===== src/rtl/cfg_mgmt_arb_pkg.sv =====
// Shared definitions for the configuration-management port arbiter:
// FSM state encoding, cfg address width and the timed-out read value.
`ifndef DLY
`define DLY
`endif

package cfg_mgmt_arb_pkg;

  localparam int          CFG_ADDR_W = 19;
  localparam logic [31:0] TMO_RDATA  = 32'hFFFF_FFFF;

  // One-hot state encoding
  localparam logic [3:0] ST_IDLE = 4'b0001;
  localparam logic [3:0] ST_BUSY = 4'b0010;
  localparam logic [3:0] ST_RESP = 4'b0100;
  localparam logic [3:0] ST_GAP  = 4'b1000;

  typedef enum logic [3:0] {
    IDLE = ST_IDLE,
    BUSY = ST_BUSY,
    RESP = ST_RESP,
    GAP  = ST_GAP
  } state_t;

endpackage


===== src/rtl/cfg_mgmt_arb_if.sv =====
// PCIe core configuration-management bus. The arbiter is the master
// (drives address/strobes), the core is the slave (returns data/done).
interface cfg_mgmt_arb_if;
  import cfg_mgmt_arb_pkg::*;

  logic [CFG_ADDR_W-1:0] cfg_mgmt_addr_o;
  logic                  cfg_mgmt_write_o;
  logic [31:0]           cfg_mgmt_write_data_o;
  logic [3:0]            cfg_mgmt_byte_enable_o;
  logic                  cfg_mgmt_read_o;
  logic                  cfg_mgmt_type1_cfg_reg_access_o;
  logic [31:0]           cfg_mgmt_read_data_i;
  logic                  cfg_mgmt_read_write_done_i;

  modport master (
    output cfg_mgmt_addr_o, cfg_mgmt_write_o, cfg_mgmt_write_data_o,
           cfg_mgmt_byte_enable_o, cfg_mgmt_read_o, cfg_mgmt_type1_cfg_reg_access_o,
    input  cfg_mgmt_read_data_i, cfg_mgmt_read_write_done_i
  );

  modport slave (
    input  cfg_mgmt_addr_o, cfg_mgmt_write_o, cfg_mgmt_write_data_o,
           cfg_mgmt_byte_enable_o, cfg_mgmt_read_o, cfg_mgmt_type1_cfg_reg_access_o,
    output cfg_mgmt_read_data_i, cfg_mgmt_read_write_done_i
  );

endinterface


===== src/rtl/cfg_mgmt_arb.sv =====
// Two-requester round-robin arbiter for the PCIe core cfg-management port.
// Holds the grant for one full access and bounds every access with a
// timeout so a hung core cannot lock up the requesters.
module cfg_mgmt_arb
  import cfg_mgmt_arb_pkg::*;
#(
  parameter int TIMEOUT_CYC = 1024,
  parameter int TMO_CNT_W   = 8
) (
  input  logic                  usr_clk,
  input  logic                  usr_rst,

  input  logic [CFG_ADDR_W-1:0] req0_addr_i,
  input  logic                  req0_read_i,
  input  logic                  req0_write_i,
  input  logic [31:0]           req0_write_data_i,
  input  logic [3:0]            req0_byte_enable_i,
  input  logic                  req0_type1_i,
  output logic [31:0]           req0_read_data_o,
  output logic                  req0_done_o,
  output logic                  req0_tmo_o,

  input  logic [CFG_ADDR_W-1:0] req1_addr_i,
  input  logic                  req1_read_i,
  input  logic                  req1_write_i,
  input  logic [31:0]           req1_write_data_i,
  input  logic [3:0]            req1_byte_enable_i,
  input  logic                  req1_type1_i,
  output logic [31:0]           req1_read_data_o,
  output logic                  req1_done_o,
  output logic                  req1_tmo_o,

  cfg_mgmt_arb_if.master        cfg,

  output logic [TMO_CNT_W-1:0]  tmo_cnt_o
);

  localparam logic [15:0] TMO_LAST = 16'(TIMEOUT_CYC - 1);

  state_t                r_state;
  logic                  r_gnt;      // requester owning the current access
  logic                  r_rr_ptr;   // requester preferred on a tie (the one not served last)
  logic [15:0]           r_tmo_ctr;
  logic [CFG_ADDR_W-1:0] r_addr;
  logic [31:0]           r_wdata;
  logic [3:0]            r_be;
  logic                  r_type1;
  logic                  r_rd;
  logic                  r_wr;
  logic [31:0]           r_rdata;
  logic [1:0]            r_done;
  logic [1:0]            r_tmo;
  logic [TMO_CNT_W-1:0]  r_tmo_cnt;

  logic                  w_req0;
  logic                  w_req1;
  logic                  w_gnt_sel;
  logic                  w_gnt_req;
  logic [CFG_ADDR_W-1:0] w_sel_addr;
  logic [31:0]           w_sel_wdata;
  logic [3:0]            w_sel_be;
  logic                  w_sel_type1;
  logic                  w_sel_rd;
  logic                  w_sel_wr;

  assign w_req0 = req0_read_i | req0_write_i;
  assign w_req1 = req1_read_i | req1_write_i;

  // Grant selection and request mux; only the selected requester is looked at
  always_comb begin
    w_gnt_sel = 1'b0;
    if (w_req0 && w_req1) begin
      w_gnt_sel = r_rr_ptr;
    end else if (w_req1) begin
      w_gnt_sel = 1'b1;
    end
    w_sel_addr  = w_gnt_sel ? req1_addr_i        : req0_addr_i;
    w_sel_wdata = w_gnt_sel ? req1_write_data_i  : req0_write_data_i;
    w_sel_be    = w_gnt_sel ? req1_byte_enable_i : req0_byte_enable_i;
    w_sel_type1 = w_gnt_sel ? req1_type1_i       : req0_type1_i;
    w_sel_rd    = w_gnt_sel ? req1_read_i        : req0_read_i;
    w_sel_wr    = w_gnt_sel ? req1_write_i       : req0_write_i;
    w_gnt_req   = r_gnt ? w_req1 : w_req0;
  end

  // Access FSM: grant, issue, wait for done/timeout/abort, respond, gap
  always_ff @(posedge usr_clk or posedge usr_rst) begin
    if (usr_rst) begin
      r_state   <= IDLE;
      r_gnt     <= 1'b0;
      r_rr_ptr  <= 1'b0;
      r_tmo_ctr <= '0;
      r_addr    <= '0;
      r_wdata   <= '0;
      r_be      <= '0;
      r_type1   <= 1'b0;
      r_rd      <= 1'b0;
      r_wr      <= 1'b0;
      r_rdata   <= '0;
      r_done    <= '0;
      r_tmo     <= '0;
      r_tmo_cnt <= '0;
    end else begin
      case (r_state)
        IDLE: begin
          if (w_req0 || w_req1) begin
            r_gnt     <= w_gnt_sel;
            r_addr    <= w_sel_addr;
            r_wdata   <= w_sel_wdata;
            r_be      <= w_sel_be;
            r_type1   <= w_sel_type1;
            // Write takes precedence when a requester raises both strobes
            r_wr      <= w_sel_wr;
            r_rd      <= w_sel_rd & ~w_sel_wr;
            r_tmo_ctr <= '0;
            r_state   <= BUSY;
          end
        end
        BUSY: begin
          r_tmo_ctr <= r_tmo_ctr + 16'd1;
          // Done beats both abort and the timeout terminal count
          if (cfg.cfg_mgmt_read_write_done_i) begin
            r_rd          <= 1'b0;
            r_wr          <= 1'b0;
            r_rdata       <= cfg.cfg_mgmt_read_data_i;
            r_done[r_gnt] <= 1'b1;
            r_tmo[r_gnt]  <= 1'b0;
            r_state       <= RESP;
          end else if (!w_gnt_req) begin
            r_rd    <= 1'b0;
            r_wr    <= 1'b0;
            r_state <= GAP;
          end else if (r_tmo_ctr == TMO_LAST) begin
            r_rd          <= 1'b0;
            r_wr          <= 1'b0;
            r_rdata       <= TMO_RDATA;
            r_done[r_gnt] <= 1'b1;
            r_tmo[r_gnt]  <= 1'b1;
            if (r_tmo_cnt != {TMO_CNT_W{1'b1}}) begin
              r_tmo_cnt <= r_tmo_cnt + 1'b1;
            end
            r_state       <= RESP;
          end
        end
        RESP: begin
          r_done   <= '0;
          r_tmo    <= '0;
          r_rr_ptr <= ~r_gnt;
          r_state  <= GAP;
        end
        GAP: begin
          r_state <= IDLE;
        end
        default: begin
          r_state <= IDLE;
        end
      endcase
    end
  end

  assign cfg.cfg_mgmt_addr_o                 = r_addr;
  assign cfg.cfg_mgmt_write_o                = r_wr;
  assign cfg.cfg_mgmt_write_data_o           = r_wdata;
  assign cfg.cfg_mgmt_byte_enable_o          = r_be;
  assign cfg.cfg_mgmt_read_o                 = r_rd;
  assign cfg.cfg_mgmt_type1_cfg_reg_access_o = r_type1;

  assign req0_read_data_o = r_rdata;
  assign req0_done_o      = r_done[0];
  assign req0_tmo_o       = r_tmo[0];
  assign req1_read_data_o = r_rdata;
  assign req1_done_o      = r_done[1];
  assign req1_tmo_o       = r_tmo[1];
  assign tmo_cnt_o        = r_tmo_cnt;

endmodule


===== src/flat_wrapper.sv =====
// flat-port wrapper written by rule: the top's interface ports become plain ports
module cfg_mgmt_arb_flat import cfg_mgmt_arb_pkg::*;
#(
  parameter int TIMEOUT_CYC = 1024,
  parameter int TMO_CNT_W   = 8
)
  (usr_clk, usr_rst, req0_addr_i, req0_read_i, req0_write_i, req0_write_data_i, req0_byte_enable_i, req0_type1_i, req0_read_data_o, req0_done_o, req0_tmo_o, req1_addr_i, req1_read_i, req1_write_i, req1_write_data_i, req1_byte_enable_i, req1_type1_i, req1_read_data_o, req1_done_o, req1_tmo_o, tmo_cnt_o, cfg_cfg_mgmt_addr_o, cfg_cfg_mgmt_write_o, cfg_cfg_mgmt_write_data_o, cfg_cfg_mgmt_byte_enable_o, cfg_cfg_mgmt_read_o, cfg_cfg_mgmt_type1_cfg_reg_access_o, cfg_cfg_mgmt_read_data_i, cfg_cfg_mgmt_read_write_done_i);
  cfg_mgmt_arb_if cfg_i ();
  input  logic usr_clk;
  input  logic usr_rst;
  input  logic [CFG_ADDR_W-1:0] req0_addr_i;
  input  logic req0_read_i;
  input  logic req0_write_i;
  input  logic [31:0] req0_write_data_i;
  input  logic [3:0] req0_byte_enable_i;
  input  logic req0_type1_i;
  output logic [31:0] req0_read_data_o;
  output logic req0_done_o;
  output logic req0_tmo_o;
  input  logic [CFG_ADDR_W-1:0] req1_addr_i;
  input  logic req1_read_i;
  input  logic req1_write_i;
  input  logic [31:0] req1_write_data_i;
  input  logic [3:0] req1_byte_enable_i;
  input  logic req1_type1_i;
  output logic [31:0] req1_read_data_o;
  output logic req1_done_o;
  output logic req1_tmo_o;
  output logic [TMO_CNT_W-1:0] tmo_cnt_o;
  output wire logic [$bits(cfg_i.cfg_mgmt_addr_o)-1:0] cfg_cfg_mgmt_addr_o;
  output wire logic [$bits(cfg_i.cfg_mgmt_write_o)-1:0] cfg_cfg_mgmt_write_o;
  output wire logic [$bits(cfg_i.cfg_mgmt_write_data_o)-1:0] cfg_cfg_mgmt_write_data_o;
  output wire logic [$bits(cfg_i.cfg_mgmt_byte_enable_o)-1:0] cfg_cfg_mgmt_byte_enable_o;
  output wire logic [$bits(cfg_i.cfg_mgmt_read_o)-1:0] cfg_cfg_mgmt_read_o;
  output wire logic [$bits(cfg_i.cfg_mgmt_type1_cfg_reg_access_o)-1:0] cfg_cfg_mgmt_type1_cfg_reg_access_o;
  input wire logic [$bits(cfg_i.cfg_mgmt_read_data_i)-1:0] cfg_cfg_mgmt_read_data_i;
  input wire logic [$bits(cfg_i.cfg_mgmt_read_write_done_i)-1:0] cfg_cfg_mgmt_read_write_done_i;
  assign cfg_cfg_mgmt_addr_o = cfg_i.cfg_mgmt_addr_o;
  assign cfg_cfg_mgmt_write_o = cfg_i.cfg_mgmt_write_o;
  assign cfg_cfg_mgmt_write_data_o = cfg_i.cfg_mgmt_write_data_o;
  assign cfg_cfg_mgmt_byte_enable_o = cfg_i.cfg_mgmt_byte_enable_o;
  assign cfg_cfg_mgmt_read_o = cfg_i.cfg_mgmt_read_o;
  assign cfg_cfg_mgmt_type1_cfg_reg_access_o = cfg_i.cfg_mgmt_type1_cfg_reg_access_o;
  assign cfg_i.cfg_mgmt_read_data_i = cfg_cfg_mgmt_read_data_i;
  assign cfg_i.cfg_mgmt_read_write_done_i = cfg_cfg_mgmt_read_write_done_i;
  cfg_mgmt_arb #(.TIMEOUT_CYC(TIMEOUT_CYC), .TMO_CNT_W(TMO_CNT_W)) u_core (.usr_clk(usr_clk), .usr_rst(usr_rst), .req0_addr_i(req0_addr_i), .req0_read_i(req0_read_i), .req0_write_i(req0_write_i), .req0_write_data_i(req0_write_data_i), .req0_byte_enable_i(req0_byte_enable_i), .req0_type1_i(req0_type1_i), .req0_read_data_o(req0_read_data_o), .req0_done_o(req0_done_o), .req0_tmo_o(req0_tmo_o), .req1_addr_i(req1_addr_i), .req1_read_i(req1_read_i), .req1_write_i(req1_write_i), .req1_write_data_i(req1_write_data_i), .req1_byte_enable_i(req1_byte_enable_i), .req1_type1_i(req1_type1_i), .req1_read_data_o(req1_read_data_o), .req1_done_o(req1_done_o), .req1_tmo_o(req1_tmo_o), .cfg(cfg_i), .tmo_cnt_o(tmo_cnt_o));
endmodule

===== config.mk =====
export PLATFORM = sky130hd
export DESIGN_NAME = cfg_mgmt_arb_flat
export DESIGN_NICKNAME = d
export VERILOG_FILES = /design/src/rtl/cfg_mgmt_arb_pkg.sv /design/src/rtl/cfg_mgmt_arb_if.sv /design/src/rtl/cfg_mgmt_arb.sv /design/src/flat_wrapper.sv
export SDC_FILE = /design/constraint.sdc
export NUM_CORES = 1
export LEC_CHECK = 0
export ABC_AREA = 0
export CORE_ASPECT_RATIO = 0.5
export CORE_UTILIZATION = 36
export DETAILED_ROUTE_END_ITERATION = 7
export GPL_TIMING_DRIVEN = 0
export PLACE_DENSITY = 0.76
export SLEW_MARGIN = 0
export SYNTH_ARGS = -nofsm -noshare
export SYNTH_HDL_FRONTEND = slang
export SYNTH_SLANG_ARGS = --single-unit

===== constraint.sdc =====
create_clock -name usr_clk -period 4 [get_ports usr_clk]
set_input_delay 0.8 -clock usr_clk [delete_from_list [all_inputs] [get_ports usr_clk]]
set_output_delay 0.8 -clock usr_clk [all_outputs]
set_load 0.01 [all_outputs]

# Word level (Yosys, flattened, before mapping)
# Index checks and enable logic that the tools add are counted.
dict set report classes {
  bitwise 10
  magnitude_cmp 2
  reduce_logical 14
  mux 36
  n_addsub 2
  n_eq_ne 9
}
# op n
set op_table {}
lappend op_table {{32-bit 2-to-1 mux} 4}
lappend op_table {{16-bit one-hot mux with 2 select lines} 1}
lappend op_table {{4-bit 2-to-1 mux} 5}
lappend op_table {{19-bit 2-to-1 mux} 1}
lappend op_table {{16-bit by 1-bit adder with 16-bit output (second input constant)} 1}
lappend op_table {{16-bit by 10-bit equality test with 1-bit output (second input constant)} 1}
lappend op_table {{16-bit 2-to-1 mux} 1}
lappend op_table {{1-bit 2-to-1 mux} 12}
lappend op_table {{2-bit 2-to-1 mux} 6}
lappend op_table {{4-bit one-hot mux with 3 select lines} 1}
lappend op_table {{3-bit AND reduction} 3}
lappend op_table {{8-bit by 1-bit adder with 8-bit output (second input constant)} 1}
lappend op_table {{8-bit != test (second input constant)} 1}
lappend op_table {{2-bit one-hot mux with 2 select lines} 2}
lappend op_table {{2-bit nonzero test} 4}
lappend op_table {{3-bit by 2-bit != test with 1-bit output (second input constant)} 2}
lappend op_table {{2-bit AND reduction} 3}
lappend op_table {{5-bit AND reduction} 1}
lappend op_table {{4-bit by 1-bit equality test with 1-bit output (second input constant)} 1}
lappend op_table {{4-bit by 2-bit equality test with 1-bit output (second input constant)} 1}
lappend op_table {{4-bit by 3-bit equality test with 1-bit output (second input constant)} 1}
lappend op_table {{4-bit != test (second input constant)} 1}
lappend op_table {{2-bit OR} 2}
lappend op_table {{1-bit one-hot mux with 2 select lines} 2}
lappend op_table {{11 further kinds} 15}
dict set report totals {
  elab_cells 87
  inputBits 151
  regBits 124
}

# Depth between registers and ports, before layout
# Gate-level depths: netlist of run 1.
dict set report logic_depth {
  depth_word 9
  ltp_mapped 7
  mapped_depth_nobuf 6
}

# Worst setup path before layout of run 1
# Ideal clock, no wire load.
dict set report synth_path {
  kind {register to register}
  from {reg u_core.r_tmo_ctr[0]}
  to {reg u_core.r_tmo_cnt[1], in the netlist u_core.tmo_cnt_o[1]}
  required_time_ns 3.875
  path_stages_with_launch 7
  t_arrival_ns 1.965
  setup_time_ns 0.125
  synth_period_minus_slack_ns 2.090
  slack_ns 1.910
  path_buffers 1
  path_cell_list {dfrtp_1 ha_1 or4bb_1 nor4_4 and4_1 buf_4 mux2_2}
}
dict set report synth_between {
  elab_chain_len 2
}
# item line_no
set synth_rtl {}
lappend synth_rtl {{from (decl)} cfg_mgmt_arb.sv:43} ;# logic [15:0] r_tmo_ctr;
lappend synth_rtl {{from (signal assigned)} cfg_mgmt_arb.sv:120} ;# r_tmo_ctr <= r_tmo_ctr + 16'd1;
lappend synth_rtl {{16-bit by 10-bit equality test with 1-bit output} cfg_mgmt_arb.sv:133} ;# end else if (r_tmo_ctr == TMO_LAST) begin
lappend synth_rtl {{5-bit AND reduction (no source line)} --}
lappend synth_rtl {{to (signal assigned)} cfg_mgmt_arb.sv:140} ;# r_tmo_cnt <= r_tmo_cnt + 1'b1;
lappend synth_rtl {{to (decl)} cfg_mgmt_arb.sv:53} ;# logic [TMO_CNT_W-1:0] r_tmo_cnt;
# No other way between the ends.
# A chain may end at the register's enable or synchronous reset.

# Worst setup path after layout of run 1
dict set report layout_path {
  from {reg u_core.r_state[0]}
  to {reg u_core.r_wdata[24], in the netlist u_core.cfg.cfg_mgmt_write_data_o[24]}
}
dict set report layout_between {
  elab_chain_len 2
}
# item line_no
set layout_rtl {}
lappend layout_rtl {{from (decl)} cfg_mgmt_arb.sv:40} ;# state_t r_state;
lappend layout_rtl {{from (signal assigned)} cfg_mgmt_arb.sv:89} ;# r_state <= IDLE;
lappend layout_rtl {{from (signal assigned)} cfg_mgmt_arb.sv:116} ;# r_state <= BUSY;
lappend layout_rtl {{from (signal assigned)} cfg_mgmt_arb.sv:128} ;# r_state <= RESP;
lappend layout_rtl {{4-bit by 1-bit equality test with 1-bit output} cfg_mgmt_arb.sv:104} ;# case (r_state)
lappend layout_rtl {{2-bit AND reduction (no source line)} --}
lappend layout_rtl {{to (signal assigned)} cfg_mgmt_arb.sv:109} ;# r_wdata <= w_sel_wdata;
lappend layout_rtl {{to (decl)} cfg_mgmt_arb.sv:45} ;# logic [31:0] r_wdata;
# No other way between the ends.

==> flow_summary.yaml, run 1 <==
sta:
  finalSetupViolations: 0
  fin_tns_setup_ns: 0
  max_slew_margin_pct: 46.3
  hold_viol_final: 0
  min_period_ns: 2.60
  worst_pin_slew_ns: 0.795
  slew_violations: 0
  fmax_mhz: 385
  finClkSkew_ns: 0.0169
  rsz0062_at_grt: "false"
  period_share_pct: 64.9
clocking:
  clk_latency_ns: 0.41
  cts.reportedPaths.clkPinSlew_ns: 0.06
  clock_path_buffers: 2
  cts_tree: "done"
  cts_resized: 0
  postCtsSetupBuffers: 0
  cts_root_buf: "clkbuf_16"
  htree_levels: 4
  cts.sink_count: 124
  ctsHoldBuffers: 0
  cts_made_buffers: 17
power_and_ir_drop:
  p_comb_share_pct: 48.0
  power_leakage_nw: 3.95
  p_int_mw: 4.65
  seqPwrFrac_pct: 29.7
  finalPower_mw: 7.12
  ir_drop_v: 0.000327
  powerDensity_nw_per_um2: 756
  pwr-share-clk_pct: 22.3
  switching_share_pct: 34.6
  netSwitchingPower_mw: 2.47
critical_path:
  path_cells: "nor4b_1 -> a21boi_0 -> buf_2 -> buf_2 -> buf_2 -> a31oi_1"
  crit_arrival_ns: 2.88
  critPathMaxFanout: 10
  slowest_delay_ns: 0.67
  reg2reg_slack_ns: 1.40
  path_class: "flip-flop to flip-flop"
  cp.required_ns: 4.28
  path_common_cell: "buf_2"
  worstSetupStartpointType: "flip-flop"
  crit_path_end_kind: "flip-flop"
  critPathSlowestCell: "nor4b_1"
synth:
  synthCells: 591
  avgSynthCellArea_um2: 9.55
  yosysWarningCount: 0
  synth_seq_area_share_pct: 55.0
  synth.cell_area_um2: 5650
  ys_seq_elements: 124
  syn-num-nets: 744
  synthDistinctLibCells: 41
drt:
  wl_mm: 17.1
  routed_via_density: 4.93
  first_pass_iters: 6
  wl_per_cell_um: 15.4
  vias: 5457
  drt_iter0_markers: 276
  ant_nets: 0
  drc: 32
finish:
  nets: 1050
  drive_gt1_share_pct: 10.4
  fillerInstances: 1236
  area_growth_pct: 66.7
  num_antenna_cells: 0
  seq_area_um2: 3100
  final_util_pct: 63.2
  multi_input_area_um2: 2120
global_routing:
  grt_max_degree: 42
  grt_usage_pct: 21.6
  grt_pass1_vias: 5402
  grt_pass1_wl_mm: 27.4
  antenna_found_initial: 0
  grt_overflow: 0
floorplanning:
  design.die.area_um2: 16200
  io_pins: 285
  die_h_um: 90.6
  initial_core_util_pct: 37.9
  die_x_um: 179
  num_rows: 31
  core_um2: 14900
flow_run:
  timing.max_cap.violations: 0
outcome:
  status: "complete, but fails checks"
  violations: "design-rule violations"
worst_hold_path:
  hp-class: "flip-flop to flip-flop"
place:
  hpwlAfterDp_mm: 12.8
  portBuffers: 284
  gp_congestion: 0.810
==> cell usage after synthesis, drive strengths merged <==
cell type,n,area (µm²)
nor4,1,21.3
o31ai,1,7.51
xor2,2,17.5
and3b,1,8.76
nand2b,2,12.5
nor3,3,20.0
or4b,1,10.0
nor2,67,262
or4bb,1,11.3
mux2,1,11.3
a21boi,2,15.0
clkbuf,17,63.8
xnor2,6,52.6
inv,5,18.8
mux2i,5,50.1
a21oi,7,35.0
nand3,16,80.1
and2,1,6.26
and4,3,26.3
ha,2,25.0
dfrtp,123,3080
buf,50,340
o21ai,27,135
nand2,135,507
a31oi,56,350
o22a,32,280
or4,1,11.3
a22o,2,17.5
dfstp,1,26.3
or2,2,12.5
or3,3,18.8
and3,4,25.0
o22ai,1,6.26
nand4,8,50.1
nor4b,2,32.5
==> power by group through the flow <==
stage / registers, mW / clock network (mW) / logic (mW)
after floorplan: 2.30 / 0 / 1.43
after global placement: 2.11 / 0 / 3.38
after detailed placement: 2.13 / 0 / 3.44
after CTS: 2.12 / 1.62 / 3.45
after global routing: 2.19 / 1.68 / 3.72
final: 2.11 / 1.59 / 3.42
==> cells by family after synthesis <==
group / Yosys count / share of synthesized area [%]
DFF: 124 / 55.0
buffers and inverters: 72 / 7.49
AOI/OAI and AO/OA: 128 / 15.0
adders and majority gates: 2 / 0.443
xor gates and xnor gates: 8 / 1.24
muxes: 6 / 1.09
and+or+nand+nor: 251 / 19.7
==> cells in the final DEF (no fill, tap or decap), types with 2 or more instances in the layout <==
| master | instances |
|---|---|
| o22a_1 | 32 |
| or3_1 | 3 |
| nor2_1 | 65 |
| clkbuf_1 | 18 |
| clkinv_4 | 3 |
| clkbuf_16 | 17 |
| nand2_1 | 135 |
| clkdlybuf4s50_1 | 284 |
| bufinv_16 | 3 |
| nand2b_1 | 2 |
| buf_12 | 3 |
| a22o_1 | 2 |
| clkinvlp_4 | 4 |
| xnor2_1 | 6 |
| clkinv_2 | 2 |
| a21oi_1 | 7 |
| buf_2 | 14 |
| inv_1 | 4 |
| and4_1 | 3 |
| buf_4 | 36 |
| xor2_1 | 2 |
| dfrtp_1 | 123 |
| a21boi_0 | 2 |
| nor3_1 | 2 |
| nand4_1 | 8 |
| a31oi_1 | 56 |
| and3_1 | 4 |
| nand3_1 | 16 |
| mux2i_1 | 5 |
| ha_1 | 2 |
| or2_2 | 2 |
| o21ai_0 | 26 |
| inv_6 | 2 |
==> critical path, delay by kind of cell (launching register included) <==
| kind | cells | cell delay [ns] |
|---|---|---|
| AOI/OAI and AO/OA | 2 | 0.39 |
| and+or+nand+nor | 1 | 0.67 |
| buffers and inverters | 3 | 0.83 |
| DFF | 1 | 0.58 |
==> metrics by stage <==
stage	instance area (µm²)	hold WS, ns	cells	setup slack [ns]
floorplan	5650	0.438	591	1.68
global placement	8740	0.466	1073	0.448
detailed placement	8800	0.478	1076	0.986
CTS	9410	0.487	1108	1.38
global route	9410	0.508	1108	1.13
finish	9410	0.485	1108	1.40
==> metal layers <==
metal / wire, µm / part of all wire, % / up-vias / GRT usage, %
li1: - / - / 2625 / -
met1: 7070 / 41 / 2619 / 26.2
met2: 8560 / 50 / 192 / 36.7
met3: 1210 / 7.1 / 21 / 6.48
met4: 262 / 1.5 / 0 / 6.51
met5: 0 / 0 / - / 0
==> worst paths after layout <==
kind | cells after the start | start | end
min | 1 | u_core.r_tmo_ctr[15] | u_core.r_tmo_ctr[15]
min in group asynchronous | 2 | usr_rst | u_core.req0_read_data_o[27]
max | 6 | u_core.r_state[0] | u_core.cfg.cfg_mgmt_write_data_o[24]
max in group asynchronous | 4 | usr_rst | u_core.cfg.cfg_mgmt_addr_o[0]
min reg2reg | 1 | u_core.r_tmo_ctr[15] | u_core.r_tmo_ctr[15]
max reg2reg | 6 | u_core.r_state[0] | u_core.cfg.cfg_mgmt_write_data_o[24]
==> layout make-up <==
class | count | share of cell area [%]
clock inverter | 13 | 1.77
sequential | 124 | 33.0
multi-input combinational | 395 | 22.5
inverter | 5 | 0.239
buffer | 67 | 4.30
tap | 198 | 2.63
clock buffer | 19 | 4.71
timing repair buffer | 287 | 30.9
==> flip-flops by register name, indices dropped and copies added, names as in the netlist, 2 cells and up <==
register                           cells
u_core.cfg.cfg_mgmt_write_data_o      32
u_core.r_done                          2
u_core.r_tmo                           2
u_core.tmo_cnt_o                       8
u_core.r_state                         4
u_core.cfg.cfg_mgmt_byte_enable_o      4
u_core.cfg.cfg_mgmt_addr_o            19
u_core.r_tmo_ctr                      16
u_core.req0_read_data_o               32
(Power assumes the default switching activity.)
==> run 2, diff against run 1 <==
--- a/config.mk
+++ b/config.mk
@@ -7,10 +7,10 @@
 export LEC_CHECK = 0
 export ABC_AREA = 0
 export CORE_ASPECT_RATIO = 0.5
-export CORE_UTILIZATION = 36
+export CORE_UTILIZATION = 40
 export DETAILED_ROUTE_END_ITERATION = 7
 export GPL_TIMING_DRIVEN = 0
-export PLACE_DENSITY = 0.76
+export PLACE_DENSITY = 0.8
 export SLEW_MARGIN = 0
 export SYNTH_ARGS = -nofsm -noshare
 export SYNTH_HDL_FRONTEND = slang
==> constraint.sdc (replaced) <==
create_clock -name usr_clk -period 2.6 [get_ports usr_clk]
set_input_delay 0.52 -clock usr_clk [delete_from_list [all_inputs] [get_ports usr_clk]]
set_output_delay 0.52 -clock usr_clk [all_outputs]
set_load 0.01 [all_outputs]
==> run 2 against run 1 <==
- the flow now finishes without violations
- first-iteration DRC count fell by 8.3%
- sequential share of layout area fell by 0.070 points
- worst hold slack improved by 0.010 ns
- largest cell class unchanged
- non-clock buffer count did not move
- final cell count fell by 0.63%
- critical path depth rose by 1
==> flow_summary.yaml, run 2 (synthesized netlist as in run 1, its figures left out) <==
finish:
  fillerInstances: 1083
  seq_area_um2: 3100
  nets: 1050
  stdcell_area_um2: 9430
  area_growth_pct: 67.0
  final_common_cell: "clkdlybuf4s50_1"
  drive_gt1_share_pct: 10.6
  final_cell_mix: "clkdlybuf4s50_1 (284), nand2_1 (135), dfrtp_1 (123)"
  num_antenna_cells: 0
  multi_input_area_um2: 2120
clocking:
  cts_tree: "done"
  htree_levels: 4
  cts.reportedPaths.clkPinSlew_ns: 0.05
  cts.sink_count: 124
  ctsHoldBuffers: 0
  clk_latency_ns: 0.40
  cts_made_buffers: 17
  clock_path_buffers: 2
  cts_root_buf: "clkbuf_16"
global_routing:
  grt_pass1_wl_mm: 27.7
  grt_overflow: 0
  gr-max-usage-layer: "met2"
  antenna_found_initial: 0
  use_met2_pct: 42.3
  grtUsageMet1_pct: 30.1
  grt_usage_pct: 24.3
  grtUsageMet3_pct: 5.31
  grt_pass1_vias: 5369
  grt_max_degree: 40
sta:
  finClkSkew_ns: 0.0142
  rsz0062_at_grt: "false"
  whs_ns: 0.495
  min_period_ns: 2.33
  slew_violations: 0
  worst_pin_slew_ns: 0.670
  finalSetupViolations: 0
  period_share_pct: 89.7
  fmax_mhz: 429
  max_slew_margin_pct: 55.2
  hold_viol_final: 0
drt:
  ant_nets: 0
  wl_per_cell_um: 16.0
  routed_via_density: 5.02
  wl_mm: 17.7
  vias: 5530
  drt_iter0_markers: 253
  first_pass_iters: 4
  drc: 0
power_and_ir_drop:
  finalPower_mw: 11.1
  ir_drop_v: 0.000508
  power_leakage_nw: 3.96
  powerDensity_nw_per_um2: 1170
worst_hold_path:
  holdPathStages: 1
  hp-class: "flip-flop to flip-flop"
floorplanning:
  design.die.area_um2: 14600
  num_rows: 30
  die_h_um: 86.0
  die_x_um: 170
  initial_core_util_pct: 41.3
  io_pins: 285
  core_um2: 13700
critical_path:
  reg2reg_slack_ns: 0.27
  path_class: "flip-flop to flip-flop"
  crit_arrival_ns: 2.67
  worst-r2r-cell-count: 7
  cp.required_ns: 2.93
  critPathMaxFanout: 10
  worstSetupStartpointType: "flip-flop"
  crit_path_end_kind: "flip-flop"
place:
  hpwlAfterDp_mm: 13.2
  gp_congestion: 0.830
  portBuffers: 284
  place_area_um2: 8790
outcome:
  status: "complete, no violations"
flow_run:
  timing.max_cap.violations: 0
-- run 2: cell count changes in the layout (fill, tap and decap cells not counted) --
| cell | delta |
|---|---|
| nor4b_2 | +1 |
| bufinv_16 | +1 |
| clkbuf_1 | -1 |
| clkinv_2 | -1 |
| nor4b_1 | -1 |
-- run 2: timing repair --
item / in CTS / in global routing
buffers inserted: 0 / 0
setup endpoints to repair: 0 / 40
gates resized for setup: 0 / 1
hold endpoints to repair: 0 / 0
-- run 2: worst paths after layout --
path | startpoint | end
max in group asynchronous | usr_rst | u_core.cfg.cfg_mgmt_addr_o[8]
setup / recovery | u_core.r_tmo_ctr[0] | u_core.req0_read_data_o[3]
min in group asynchronous | usr_rst | u_core.cfg.cfg_mgmt_write_data_o[27]
setup reg to reg | u_core.r_tmo_ctr[0] | u_core.req0_read_data_o[3]
hold / removal | u_core.r_tmo_ctr[15] | u_core.r_tmo_ctr[15]
hold reg to reg | u_core.r_tmo_ctr[15] | u_core.r_tmo_ctr[15]
-- run 2: worst max-delay path: stages, from the launching register on --
cell and delay (ns):
dfrtp_1 0.39, ha_1 0.24, or4bb_1 0.54, nor4_4 0.28, a21oi_1 0.21, nor2_4 0.22, buf_4 0.22, o22a_1 0.16
-- run 2: power breakdown --
part,switching [mW],internal [mW],leakage [nW]
registers,0.525,2.73,1.46
clock network,0.896,1.63,0.299
logic,2.39,2.89,2.20
total,3.81,7.26,3.96
-- run 2: per-stage QoR --
step	worst slack [ns]	util, %	instances	setup TNS (ns)
after detailed placement	-0.161	64.3	1070	-3.37
after CTS	0.154	69.0	1101	0
after global placement	-0.655	63.9	1067	-80.35
after global routing	0.0124	69.0	1101	0
final	0.267	69.0	1101	0
after floorplan	0.510	-	591	0
-- run 2: final cells by class --
cell class	instances	share of cell area, %
Buffer	67	4.29
Clock buffer	18	4.66
Clock inverter	13	2.03
Inverter	5	0.239
Multi-Input combinational cell	395	22.5
Sequential cell	124	32.9
Tap cell	192	2.55
Timing Repair Buffer	287	30.8
-- run 2: per-layer routing --
layer / wire (µm) / share of wire (%) / vias up
met2: 8710 / 49 / 187
met4: 361 / 2.0 / 0
met3: 1040 / 5.9 / 24
li1: - / - / 2642
met5: 0 / 0 / -
met1: 7540 / 43 / 2677
